`config.mk`:
```
export PLATFORM = sky130hd
export DESIGN_NAME = siu_dmu_pkt_tx
export DESIGN_NICKNAME = d
export VERILOG_FILES = /design/src/rtl/siu_dmu_pkg.sv /design/src/rtl/siu_dmu_par_gen.sv /design/src/rtl/siu_dmu_pkt_tx.sv
export SDC_FILE = /design/constraint.sdc
export NUM_CORES = 1
export LEC_CHECK = 0
export CAP_MARGIN = 25
export CORE_AREA = 3 3 260 262
export DETAILED_ROUTE_END_ITERATION = 8
export DIE_AREA = 0 0 263 265
export PLACE_DENSITY = 0.69
export SYNTH_ARGS = -nofsm -noshare
export SYNTH_HDL_FRONTEND = slang
export SYNTH_SLANG_ARGS = --single-unit
```
`constraint.sdc`:
```
create_clock -name iol2clk -period 8.4 [get_ports iol2clk]
set_clock_uncertainty 0.15 [all_clocks]
set_input_delay 2.52 -clock iol2clk [delete_from_list [all_inputs] [get_ports iol2clk]]
set_output_delay 2.52 -clock iol2clk [all_outputs]
set_load 0.02 [all_outputs]
```
`src/rtl/siu_dmu_pkg.sv`:
```
// Shared types and constants for the SIU -> DMU packet transmit path.
// Holds the FSM encoding, header field layout and parity lane geometry.
package siu_dmu_pkg;

    typedef enum logic [1:0] {
        ST_IDLE = 2'd0,
        ST_HDR  = 2'd1,
        ST_GAP  = 2'd2,
        ST_DATA = 2'd3
    } state_e;

    localparam int DATA_W        = 128;
    localparam int PAYLOAD_BEATS = 4;
    localparam int PAYLOAD_W     = DATA_W * PAYLOAD_BEATS;

    localparam int CMD_MSB = 127;
    localparam int CMD_LSB = 122;
    localparam int CMD_W   = CMD_MSB - CMD_LSB + 1;
    localparam int TAG_MSB = 79;
    localparam int TAG_LSB = 64;
    localparam int TAG_W   = TAG_MSB - TAG_LSB + 1;

    localparam int PAR_LANE_W = 16;
    localparam int PAR_LANES  = DATA_W / PAR_LANE_W;

    // Header word: command and tag in their fixed fields, every other bit zero.
    function automatic logic [DATA_W-1:0] build_hdr(input logic [CMD_W-1:0] cmd,
                                                    input logic [TAG_W-1:0] tag);
        logic [DATA_W-1:0] w;
        w                  = '0;
        w[CMD_MSB:CMD_LSB] = cmd;
        w[TAG_MSB:TAG_LSB] = tag;
        return w;
    endfunction

endpackage

```
`src/rtl/siu_dmu_par_gen.sv`:
```
// Even parity per 16-bit lane of a 128-bit word; purely combinational.
module siu_dmu_par_gen
    import siu_dmu_pkg::*;
(
    input  logic [DATA_W-1:0]    data_i,
    output logic [PAR_LANES-1:0] par_o
);

    // NOTE: every variable assigned in an always_comb gets a default first,
    // so no path through the block can leave it unassigned and infer a latch.
    always_comb begin
        par_o = '0;
        for (int i = 0; i < PAR_LANES; i++) begin
            par_o[i] = ^data_i[i*PAR_LANE_W +: PAR_LANE_W];
        end
    end

endmodule

```
`src/rtl/siu_dmu_pkt_tx.sv`:
```
// Credit-gated packet transmitter: one header cycle, then for data packets a
// zero gap cycle followed by four 128-bit payload beats, all outputs registered.
module siu_dmu_pkt_tx
    import siu_dmu_pkg::*;
#(
    parameter int CREDITS = 4
) (
    input  logic                 iol2clk,
    input  logic                 rst_l,
    input  logic                 req_vld,
    output logic                 req_rdy,
    input  logic [CMD_W-1:0]     req_cmd,
    input  logic [TAG_W-1:0]     req_tag,
    input  logic                 req_has_data,
    input  logic [PAYLOAD_W-1:0] req_data,
    input  logic                 dmu_sio_credit,
    output logic                 sio_dmu_hdr_vld,
    output logic                 sio_dmu_datareq,
    output logic [DATA_W-1:0]    sio_dmu_data,
    output logic [PAR_LANES-1:0] sio_dmu_parity,
    output logic                 credit_err
);

    localparam logic [3:0] CREDIT_MAX = 4'(CREDITS);
    localparam logic [1:0] LAST_BEAT  = 2'(PAYLOAD_BEATS - 1);

    state_e                 state_q, state_d;
    logic [1:0]             beat_q, beat_d;
    logic [3:0]             credit_cnt_q, credit_cnt_d;
    logic                   credit_err_q, credit_err_d;
    logic                   has_data_q, has_data_d;
    logic [PAYLOAD_W-1:0]   payload_q, payload_d;

    logic                   hdr_vld_q, hdr_vld_d;
    logic                   datareq_q, datareq_d;
    logic [DATA_W-1:0]      data_q, data_d;
    logic [PAR_LANES-1:0]   parity_q, parity_d;

    logic                   accept;

    assign req_rdy = (state_q == ST_IDLE) && (credit_cnt_q != 4'd0);
    assign accept  = req_vld && req_rdy;

    always_comb begin
        state_d = state_q;
        beat_d  = beat_q;
        unique case (state_q)
            ST_IDLE: begin
                if (accept) state_d = ST_HDR;
            end
            ST_HDR: begin
                state_d = has_data_q ? ST_GAP : ST_IDLE;
            end
            ST_GAP: begin
                state_d = ST_DATA;
                beat_d  = '0;
            end
            ST_DATA: begin
                if (beat_q == LAST_BEAT) begin
                    state_d = ST_IDLE;
                    beat_d  = '0;
                end else begin
                    beat_d = beat_q + 2'd1;
                end
            end
            default: begin
                state_d = ST_IDLE;
                beat_d  = '0;
            end
        endcase
    end

    always_comb begin
        has_data_d = has_data_q;
        payload_d  = payload_q;
        if (accept) begin
            has_data_d = req_has_data;
            payload_d  = req_data;
        end
    end

    // Simultaneous take and return cancel out; a return on a full counter is
    // dropped and flagged rather than wrapping.
    always_comb begin
        credit_cnt_d = credit_cnt_q;
        credit_err_d = credit_err_q;
        if (accept && !dmu_sio_credit) begin
            credit_cnt_d = credit_cnt_q - 4'd1;
        end else if (!accept && dmu_sio_credit) begin
            if (credit_cnt_q == CREDIT_MAX) begin
                credit_err_d = 1'b1;
            end else begin
                credit_cnt_d = credit_cnt_q + 4'd1;
            end
        end
    end

    // Outputs are decoded from the next state so they land in registers the
    // same edge the state does; the header comes straight from the request.
    always_comb begin
        hdr_vld_d = 1'b0;
        datareq_d = 1'b0;
        data_d    = '0;
        unique case (state_d)
            ST_HDR: begin
                hdr_vld_d = 1'b1;
                datareq_d = req_has_data;
                data_d    = build_hdr(req_cmd, req_tag);
            end
            ST_DATA: begin
                data_d = payload_q[{beat_d, 7'd0} +: DATA_W];
            end
            default: begin
                data_d = '0;
            end
        endcase
    end

    siu_dmu_par_gen u_par_gen (
        .data_i (data_d),
        .par_o  (parity_d)
    );

    // NOTE: sequential state is written with non-blocking assignments only, so
    // every flop samples the pre-edge value of every other flop.
    always_ff @(posedge iol2clk or negedge rst_l) begin
        if (!rst_l) begin
            state_q      <= ST_IDLE;
            beat_q       <= '0;
            credit_cnt_q <= CREDIT_MAX;
            credit_err_q <= 1'b0;
            has_data_q   <= 1'b0;
            hdr_vld_q    <= 1'b0;
            datareq_q    <= 1'b0;
            data_q       <= '0;
            parity_q     <= '0;
        end else begin
            state_q      <= state_d;
            beat_q       <= beat_d;
            credit_cnt_q <= credit_cnt_d;
            credit_err_q <= credit_err_d;
            has_data_q   <= has_data_d;
            hdr_vld_q    <= hdr_vld_d;
            datareq_q    <= datareq_d;
            data_q       <= data_d;
            parity_q     <= parity_d;
        end
    end

    // NOTE: the payload store is deliberately left out of reset; it is only
    // read in DATA, which is reachable solely after an accept has loaded it.
    always_ff @(posedge iol2clk) begin
        payload_q <= payload_d;
    end

    assign sio_dmu_hdr_vld = hdr_vld_q;
    assign sio_dmu_datareq = datareq_q;
    assign sio_dmu_data    = data_q;
    assign sio_dmu_parity  = parity_q;
    assign credit_err      = credit_err_q;

endmodule

```
==> impl_metrics.env <==
export IMPL_worstPathMaxFanout=131
export IMPL_nets=2924
export IMPL_syn_area_per_cell_sq_um=15.0
export IMPL_hold_end="credit_err$_DFFE_PN0P_"
export IMPL_ys_ff_latch=660
export IMPL_wire_per_inst_microns=25.5
export IMPL_drt_initial_drc_count=1592
export IMPL_timing_hold_ws_ns=0.315
export IMPL_dp_hpwl_mm=60.1
export IMPL_netlist_area_sq_mm=0.0256
export IMPL_power_density_mw_per_mm2=452
export IMPL_num_rows=94
export IMPL_drc=0
export IMPL_hold_buffers=0
export IMPL_area_growth_synth_to_final_pct=39.2
export IMPL_place_ws_ns=2.77
export IMPL_ios=679
export IMPL_vias=17378
export IMPL_initial_core_util_pct=39.0
export IMPL_grt_use_total_pct=23.6
export IMPL_ys_warn_count=0
export IMPL_place_area_sq_mm=0.0331
export IMPL_final_setup_viol_count=0
export IMPL_gr_total_overflow=0
export IMPL_fin_tns_setup_ns=0
export IMPL_clkSinkCount=660
export IMPL_clkLatencyLatePin_ns=0.61
export IMPL_grt_pass1_wl_mm=120
export IMPL_async_flop_share_pct=22.4
export IMPL_netlist_instances=1710
export IMPL_gp_congestion=0.894
export IMPL_synth_distinct_cells=55
export IMPL_yosysSeqAreaShare_pct=74.5
export IMPL_syn_num_nets=2255
export IMPL_layout_setup_ws_ns=3.35
export IMPL_ant_nets=0
export IMPL_grt_max_degree=183
export IMPL_die_h_microns=265
export IMPL_port_buffers=678
export IMPL_clockRootBuffer="clkbuf_16"
export IMPL_fill_cells=5271
export IMPL_final_util_pct=54.3
export IMPL_antenna_found_initial=30
export IMPL_cts_tree="built"
export IMPL_end_kind="flip-flop"
export IMPL_ys_flop_type="edfxtp_1"
export IMPL_synth_edf_count=512
export IMPL_timing_rr_start="beat_q[0]$_DFF_PN0_"
export IMPL_worstPathRequired_ns=8.73
export IMPL_min_from="credit_err$_DFFE_PN0P_"
export IMPL_worstSetupPathType="input pin to flip-flop"
export IMPL_worstMarginPinSlew_ns=1.17
export IMPL_grt_pass1_vias=17818
export IMPL_drive_gt1_share_pct=8.32
export IMPL_total_leakage_power_nw=13.2
export IMPL_status="finished, final reports clean"
export IMPL_cp_arrival_ns=5.38
export IMPL_r2r_slack_ns=3.86
export IMPL_ff2ff_path_depth=12
export IMPL_ir_drop_mv=0.435
export IMPL_clk_transition_reported_paths_ns=0.06
export IMPL_clockBufferDepth=3
export IMPL_period_minus_slack_ns=5.05
export IMPL_rsz0062_at_grt="false"
export IMPL_post_cts_buffers=0
export IMPL_htreeDepth=3
export IMPL_drv_slew=0
export IMPL_viasPerCell=5.22
export IMPL_start_kind="input pin"
export IMPL_cts_resized_gates=0
export IMPL_wl_mm=85.0
export IMPL_hold_violations=0
export IMPL_max_cap_violations=0
export IMPL_fmax_mhz=198
export IMPL_drtPass1Iterations=6
export IMPL_fin_crit_sh_pct=60.1
export IMPL_hold_depth=1
export IMPL_core_sq_mm=0.0656
export IMPL_hold_class="flip-flop to flip-flop"
export IMPL_die_x_microns=263
export IMPL_design_area_sq_mm=0.0356
export IMPL_reg2reg_to="sio_dmu_parity[7]$_DFF_PN0_"
export IMPL_cts_made_buffers=73
export IMPL_relSlewSlack_pct=22.0
export IMPL_die_area_sq_mm=0.0697
power by group:
group	switching (W)	internal, W	leakage (nW)	total [W]
Combinational	0.00477	0.00359	5.50	0.00836
Clock	0.00134	0.00187	1.18	0.00321
Sequential	0.000223	0.00431	6.52	0.00453
Total	0.00633	0.00977	13.2	0.0161
routing by layer:
layer  track usage (%)  vias to the layer above  routed length (microns)
li1                  -                     7613                        -
met1              29.4                     8704                    32400
met2              39.2                      878                    42000
met3              5.66                      177                     6910
met4              11.1                        6                     3710
met5                 0                        -                       30
through the flow:
| stage | cells | power (W) |
|---|---|---|
| after floorplan | 1710 | 0.0102 |
| after global placement | 3167 | 0.0129 |
| after detailed placement | 3167 | 0.0130 |
| after CTS | 3302 | 0.0163 |
| after global routing | 3329 | 0.0170 |
| final | 3330 | 0.0161 |
cells in the final DEF (no fill, tap or decap), types with 22 or more instances in the layout:
| cell type | count |
|---|---|
| xor2_1 | 29 |
| dfrtp_1 | 147 |
| a211oi_1 | 65 |
| nand3_1 | 74 |
| nor2_1 | 118 |
| a31o_1 | 28 |
| and3_1 | 72 |
| nand2_1 | 312 |
| xnor2_1 | 53 |
| a31o_2 | 44 |
| clkbuf_1 | 22 |
| edfxtp_1 | 512 |
| diode_2 | 27 |
| clkbuf_16 | 75 |
| clkdlybuf4s50_1 | 677 |
Yosys cell counts (2+ instances only):
cell type	number	share of area, %
edfxtp_1	512	60
nand2_1	313	4.6
dfrtp_1	147	14
nor2_1	118	1.7
nand3_1	74	1.4
and3_1	72	1.8
a211oi_1	65	1.9
xnor2_1	53	1.8
clkbuf_1	49	0.72
a31o_2	44	1.5
xor2_1	29	0.99
a31o_1	28	0.96
buf_2	23	0.45
xnor3_1	18	1.6
mux2i_1	14	0.55
a21oi_1	12	0.23
buf_6	12	0.53
mux4_2	11	0.97
o21ai_0	11	0.21
inv_1	9	0.13
a22o_1	8	0.27
buf_4	8	0.23
a211oi_2	7	0.34
buf_1	6	0.088
nand2b_1	6	0.15
ha_1	5	0.24
o221ai_1	5	0.17
o22ai_1	5	0.12
a221o_1	4	0.16
a32oi_1	4	0.14
and2_1	4	0.098
mux2_2	3	0.13
a21o_1	2	0.059
a22oi_1	2	0.059
a31oi_1	2	0.049
buf_8	2	0.12
mux2_1	2	0.088
nor3_1	2	0.039
xnor2_2	2	0.13
xor3_1	2	0.19
worst max-delay path, stage by stage:
cell             delay, ns
clkdlybuf4s50_1       0.47
nand2_1               0.20
inv_8                 0.69
a221o_1               0.32
xnor2_1               0.19
xnor2_1               0.18
xor2_1                0.21
xnor3_1               0.38
xnor2_1               0.14
kinds of logic (layout without fill, tap and decap cells):
logic type	after synthesis	count (layout)	synth area share, %
XOR/XNOR	104	104	4.70
buffers and inverters	112	841	2.38
AO/OA/AOI/OAI	201	201	6.25
multiplexers	30	30	1.73
AND/OR/NAND/NOR	597	597	10.1
adder cells (fa/ha/maj)	6	6	0.322
other	0	27	0
flip-flops	660	660	74.5
worst max-delay path by stage:
stage / end / slack, ns / start / cells after the start
2_1_floorplan: credit_cnt_q[3]$_DFFE_PN0P_ / 0.25 / req_vld / 11
3_3_place_gp: sio_dmu_parity[4]$_DFF_PN0_ / 2.84 / req_vld / 9
3_5_place_dp: sio_dmu_parity[4]$_DFF_PN0_ / 2.77 / req_vld / 9
4_1_cts: req_rdy / 3.35 / credit_cnt_q[2]$_DFFE_PN1P_ / 3
5_1_grt: sio_dmu_parity[4]$_DFF_PN0_ / 3.20 / req_vld / 9
6_report: sio_dmu_parity[4]$_DFF_PN0_ / 3.35 / req_vld / 9
layout make-up:
class	instances	area, sq um	share of cell area [%]
tap	864	1080	3.03
inverter	11	56.3	0.158
timing repair buffer	695	6980	19.6
clock inverter	29	349	0.979
clock buffer	106	2080	5.84
antenna	27	67.6	0.190
multi-input combinational	938	5950	16.7
sequential	660	19100	53.5
registers in the layout (all words and copies together), names as in the netlist:
signal,count
beat_q,2
credit_cnt_q,4
credit_err,1
has_data_q,1
payload_q,512
sio_dmu_data,128
sio_dmu_datareq,1
sio_dmu_hdr_vld,1
sio_dmu_parity,8
state_q,2
(Power assumes the default switching activity.)
